[config.mk]
export PLATFORM = sky130hd
export DESIGN_NAME = scale_acc
export DESIGN_NICKNAME = d
export VERILOG_FILES = /design/src/rtl/scale_pkg.sv /design/src/rtl/scale_acc.sv
export SDC_FILE = /design/constraint.sdc
export NUM_CORES = 1
export LEC_CHECK = 0
export BUFFER_PORTS_ARGS = -buffer_cell sky130_fd_sc_hd__buf_2
export CAP_MARGIN = 20
export CORE_MARGIN = 2
export CORE_UTILIZATION = 40
export CTS_BUF_LIST = sky130_fd_sc_hd__clkbuf_4 sky130_fd_sc_hd__clkbuf_8
export DETAILED_ROUTE_END_ITERATION = 16
export PLACE_DENSITY = 0.74
export SLEW_MARGIN = 10
export SYNTH_ARGS = -nofsm -noshare
export SYNTH_HDL_FRONTEND = slang
export SYNTH_SLANG_ARGS = --single-unit
[constraint.sdc]
create_clock -name clk -period 5.25 [get_ports clk]
set_input_delay 0.2625 -clock clk [delete_from_list [all_inputs] [get_ports clk]]
set_output_delay 0.2625 -clock clk [all_outputs]
set_load 0.02 [all_outputs]
[src/rtl/scale_pkg.sv]
// Shared defaults and state encoding for the scaled-sample burst accumulator.
package scale_pkg;

    localparam int DEF_DATA_W = 8;
    localparam int DEF_LEN_W  = 3;
    localparam int DEF_ACC_W  = DEF_DATA_W + DEF_LEN_W;

    typedef enum logic [1:0] {
        IDLE = 2'd0,
        ACC  = 2'd1,
        DONE = 2'd2
    } state_t;

endpackage

[src/rtl/scale_acc.sv]
// Sums a burst of 1..2**LEN_W unsigned scaled samples and presents the total
// with a valid/ready handshake; clr aborts the burst in progress.
module scale_acc
    import scale_pkg::*;
#(
    parameter int DATA_W = DEF_DATA_W,
    parameter int LEN_W  = DEF_LEN_W,
    parameter int ACC_W  = DATA_W + LEN_W
) (
    input  logic              clk,
    input  logic              rst,
    input  logic              clr,
    input  logic [LEN_W-1:0]  len,
    input  logic              in_valid,
    output logic              in_ready,
    input  logic [DATA_W-1:0] in_data,
    output logic              out_valid,
    input  logic              out_ready,
    output logic [ACC_W-1:0]  out_sum,
    output logic [LEN_W:0]    out_cnt
);

    state_t             r_state;
    state_t             w_next;
    logic [ACC_W-1:0]   r_acc;
    logic [LEN_W:0]     r_cnt;
    logic [LEN_W-1:0]   r_len;

    logic               w_accept;
    logic               w_take;
    logic [LEN_W:0]     w_cntInc;
    logic [LEN_W:0]     w_lenP1;
    logic [ACC_W-1:0]   w_dataExt;

    // Handshake flags come from registered state only, never from in_valid/out_ready.
    assign in_ready  = (r_state != DONE);
    assign out_valid = (r_state == DONE);
    assign out_sum   = r_acc;
    assign out_cnt   = r_cnt;

    assign w_accept  = in_valid && in_ready;
    assign w_take    = out_valid && out_ready;
    assign w_cntInc  = r_cnt + (LEN_W+1)'(1);
    assign w_lenP1   = {1'b0, r_len} + (LEN_W+1)'(1);
    assign w_dataExt = ACC_W'(in_data);

    always_ff @(posedge clk or posedge rst) begin
        if (rst) begin
            r_state <= IDLE;
        end else begin
            r_state <= w_next;
        end
    end

    always_comb begin
        w_next = r_state;
        if (clr) begin
            w_next = IDLE;
        end else begin
            case (r_state)
                IDLE: begin
                    if (w_accept) begin
                        w_next = (len == '0) ? DONE : ACC;
                    end
                end
                ACC: begin
                    if (w_accept && (w_cntInc == w_lenP1)) begin
                        w_next = DONE;
                    end
                end
                DONE: begin
                    if (w_take) begin
                        w_next = IDLE;
                    end
                end
                default: w_next = IDLE;
            endcase
        end
    end

    // Burst length is latched on the first sample so later len changes are ignored.
    always_ff @(posedge clk or posedge rst) begin
        if (rst) begin
            r_acc <= '0;
            r_cnt <= '0;
            r_len <= '0;
        end else if (clr) begin
            r_acc <= '0;
            r_cnt <= '0;
        end else begin
            case (r_state)
                IDLE: begin
                    if (w_accept) begin
                        r_len <= len;
                        r_acc <= w_dataExt;
                        r_cnt <= (LEN_W+1)'(1);
                    end
                end
                ACC: begin
                    if (w_accept) begin
                        r_acc <= r_acc + w_dataExt;
                        r_cnt <= w_cntInc;
                    end
                end
                DONE: begin
                    if (w_take) begin
                        r_acc <= '0;
                        r_cnt <= '0;
                    end
                end
                default: begin
                    r_acc <= '0;
                    r_cnt <= '0;
                end
            endcase
        end
    end

endmodule
==> run summary <==
Seq/Total Area, Yosys: 34.33%
yosys warns: 0
first-pass GRT wire length: 5878 um
post-CTS setup repair buffer count: 0
Post-synth ARST share: 100.0%
leak pwr: 0.8211 nW
Setup TNS: 0 ns
share of cells above drive strength 1: 22.80%
drt total wl: 3350 um
Die Y: 64.37 um
MaxCap Viol Count: 0
Setup Viol. Count Final: 0
Yosys reg bits: 20
final hold violation count: 0
dominant cell type by area after synthesis: dfrtp_1
Resized Gates After CTS: 0
CTS sink count: 20
largest net degree at the start of global routing: 26
routed len/inst: 14.02 um
Startpoint Class: register
critical path capture point type: register
VDD IR max: 138.6 uV
Rel. slew slack: 47.58%
IO buf count: 32
EDFF count, synth: 0
Core Region: 3416 um^2
max frequency: 445.8 MHz
Final nets: 221
root buffer cell: clkbuf_4
post-DP HPWL: 2445 um
Post-Syn Area per Cell: 8.998 um^2
dominant synthesized flop cell: dfrtp_1
Final ANT Viol Nets: 0
CP Data Required Time: 5.45 ns
Setup CP Type: register to register
DIE AREA: 4143 um^2
commonest cells in the netlist: dfrtp_1, nand2_1, o21ai_0, nor2_1, ha_1
placed instance area: 1638 um^2
H-tree Lvls: 1
Num CTS Buffers: 3
RSZ-0062 raised after global routing: no
Die W: 64.37 um
Mapped Cells: 162
top-area cell type share of the netlist area: 34.33%
IO Pins: 33
Distinct cells, synth: 40
most area-consuming cells after synthesis: dfrtp_1, ha_1, o21ai_0
Initial Util: 42.67%
total global routing track utilization: 17.60%
crit path time final: 2.243 ns
CTS tree: done
worst skew pair latency: 0.31 ns
Hold Crit Class: primary input to asynchronous set/reset pin
mapped cell area: 1458 um^2
Reg clk slew, reported paths: 0.13 ns
Final Cycle Share: 42.72%
Tightest Pin Transition: 0.7855 ns
n_diodes: 0
drt first pass iters: 5
vias in the first global route: 1289
Area Overhead vs Synth: 15.97%
initial antenna violation count: 0
Worst Path Max Fanout: 4
most common cell in the synthesized netlist: dfrtp_1
row cnt: 21
crit path DAT: 2.45 ns
Iteration-0 DRC Markers: 30
DRC: 0
fin. max-slew vios: 0
gpl congestion: 0.8191
status: finished clean
syn nets: 189
grt total ovfl: 0
hold_buf cts: 0
Design Area, Final: 1690 um^2
via count: 1351
clock skew: 0.006943 ns
power density cells: 334.1 nW/um^2
routed vias/inst: 5.653
largest buffer count on any clock path: 2
## final cells by class
| class | count | area (um^2) |
|---|---|---|
| Fill cell | 357 | 1725 |
| Multi-Input combinational cell | 133 | 904.6 |
| Sequential cell | 20 | 500.5 |
| Timing Repair Buffer | 32 | 160.2 |
| Tap cell | 46 | 57.56 |
| Clock inverter | 1 | 30.03 |
| Clock buffer | 3 | 22.52 |
| Inverter | 4 | 15.01 |
## placed cells by master (no fill, tap or decap), types with 3 or more instances in the layout
cell      synthesis  final
a211oi_1          4      4
a21oi_1           8      8
a221o_1           4      4
buf_2             0     32
clkbuf_4          0      3
dfrtp_1          20     20
ha_1             10     10
inv_1             4      4
mux2_2            3      3
mux2i_1           3      3
nand2_1          17     17
nand3_1           6      6
nand4_1           3      3
nor2_1           13     13
nor3_1            6      6
o21a_1            3      3
o21ai_0          14     14
or3_1             3      3
xnor2_1           5      5
xor2_1            5      5
## critical path, cell delays in order (launching register included)
cell and delay [ns]:
dfrtp_1 0.42, ha_1 0.23, fa_1 0.41, a211oi_1 0.49, o21a_1 0.22, o22ai_1 0.10
o311ai_0 0.27
## metrics by stage
| step | hold slack, ns | util, % | power [mW] | setup slack (ns) | cells |
|---|---|---|---|---|---|
| 2_1_floorplan | 0.2263 | - | 0.3813 | 3.160 | 162 |
| 3_3_place_gp | 0.4457 | 47.95 | 0.4314 | 3.094 | 235 |
| 3_5_place_dp | 0.4456 | 47.95 | 0.4365 | 3.078 | 235 |
| 4_1_cts | 0.1017 | 49.49 | 0.5667 | 3.010 | 239 |
| 5_1_grt | 0.1429 | 49.49 | 0.6062 | 2.711 | 239 |
| 6_report | 0.06964 | 49.49 | 0.5648 | 3.007 | 239 |
## where the power goes
| part | internal [mW] | switching, mW |
|---|---|---|
| clock network | 0.0772 | 0.0532 |
| registers | 0.178 | 0.0287 |
| logic | 0.0989 | 0.129 |
## metal layers
layer  part of all wire [%]  vias to the layer above  track usage (%)
li1                       -                      667                -
met1                     48                      641            24.67
met2                     47                       37            28.13
met3                    3.9                        6            2.465
met4                    1.4                        0            5.319
met5                      0                        -                0
## state kept, by name (all words and copies together) (netlist names)
name / count
r_len: 3
out_cnt: 4
out_sum: 11
r_state: 2
## path summary, 6_finish.rpt
kind	cells past startpoint	startpoint	to	slack (ns)
max	6	out_sum[0]	out_sum[10]	3.01
min	2	rst	out_sum[0]	0.07
max reg2reg	6	out_sum[0]	out_sum[10]	3.01
min reg2reg	2	out_sum[4]	out_sum[4]	0.53
max in group asynchronous	2	rst	out_sum[4]	4.69
min in group clk	2	clr	r_state[1]	0.18
## cells by family (layout without fill, tap and decap cells)
logic type	Yosys count	count (layout)	share of synthesized area (%)
compound gates	45	45	20.77
buf+inv	9	40	3.605
simple gates	61	61	20.94
flops	20	20	34.33
xor+xnor	10	10	6.008
mux	6	6	4.378
fa+ha+maj	11	11	9.957
No activity file was read; power rests on OpenSTA's default activity.
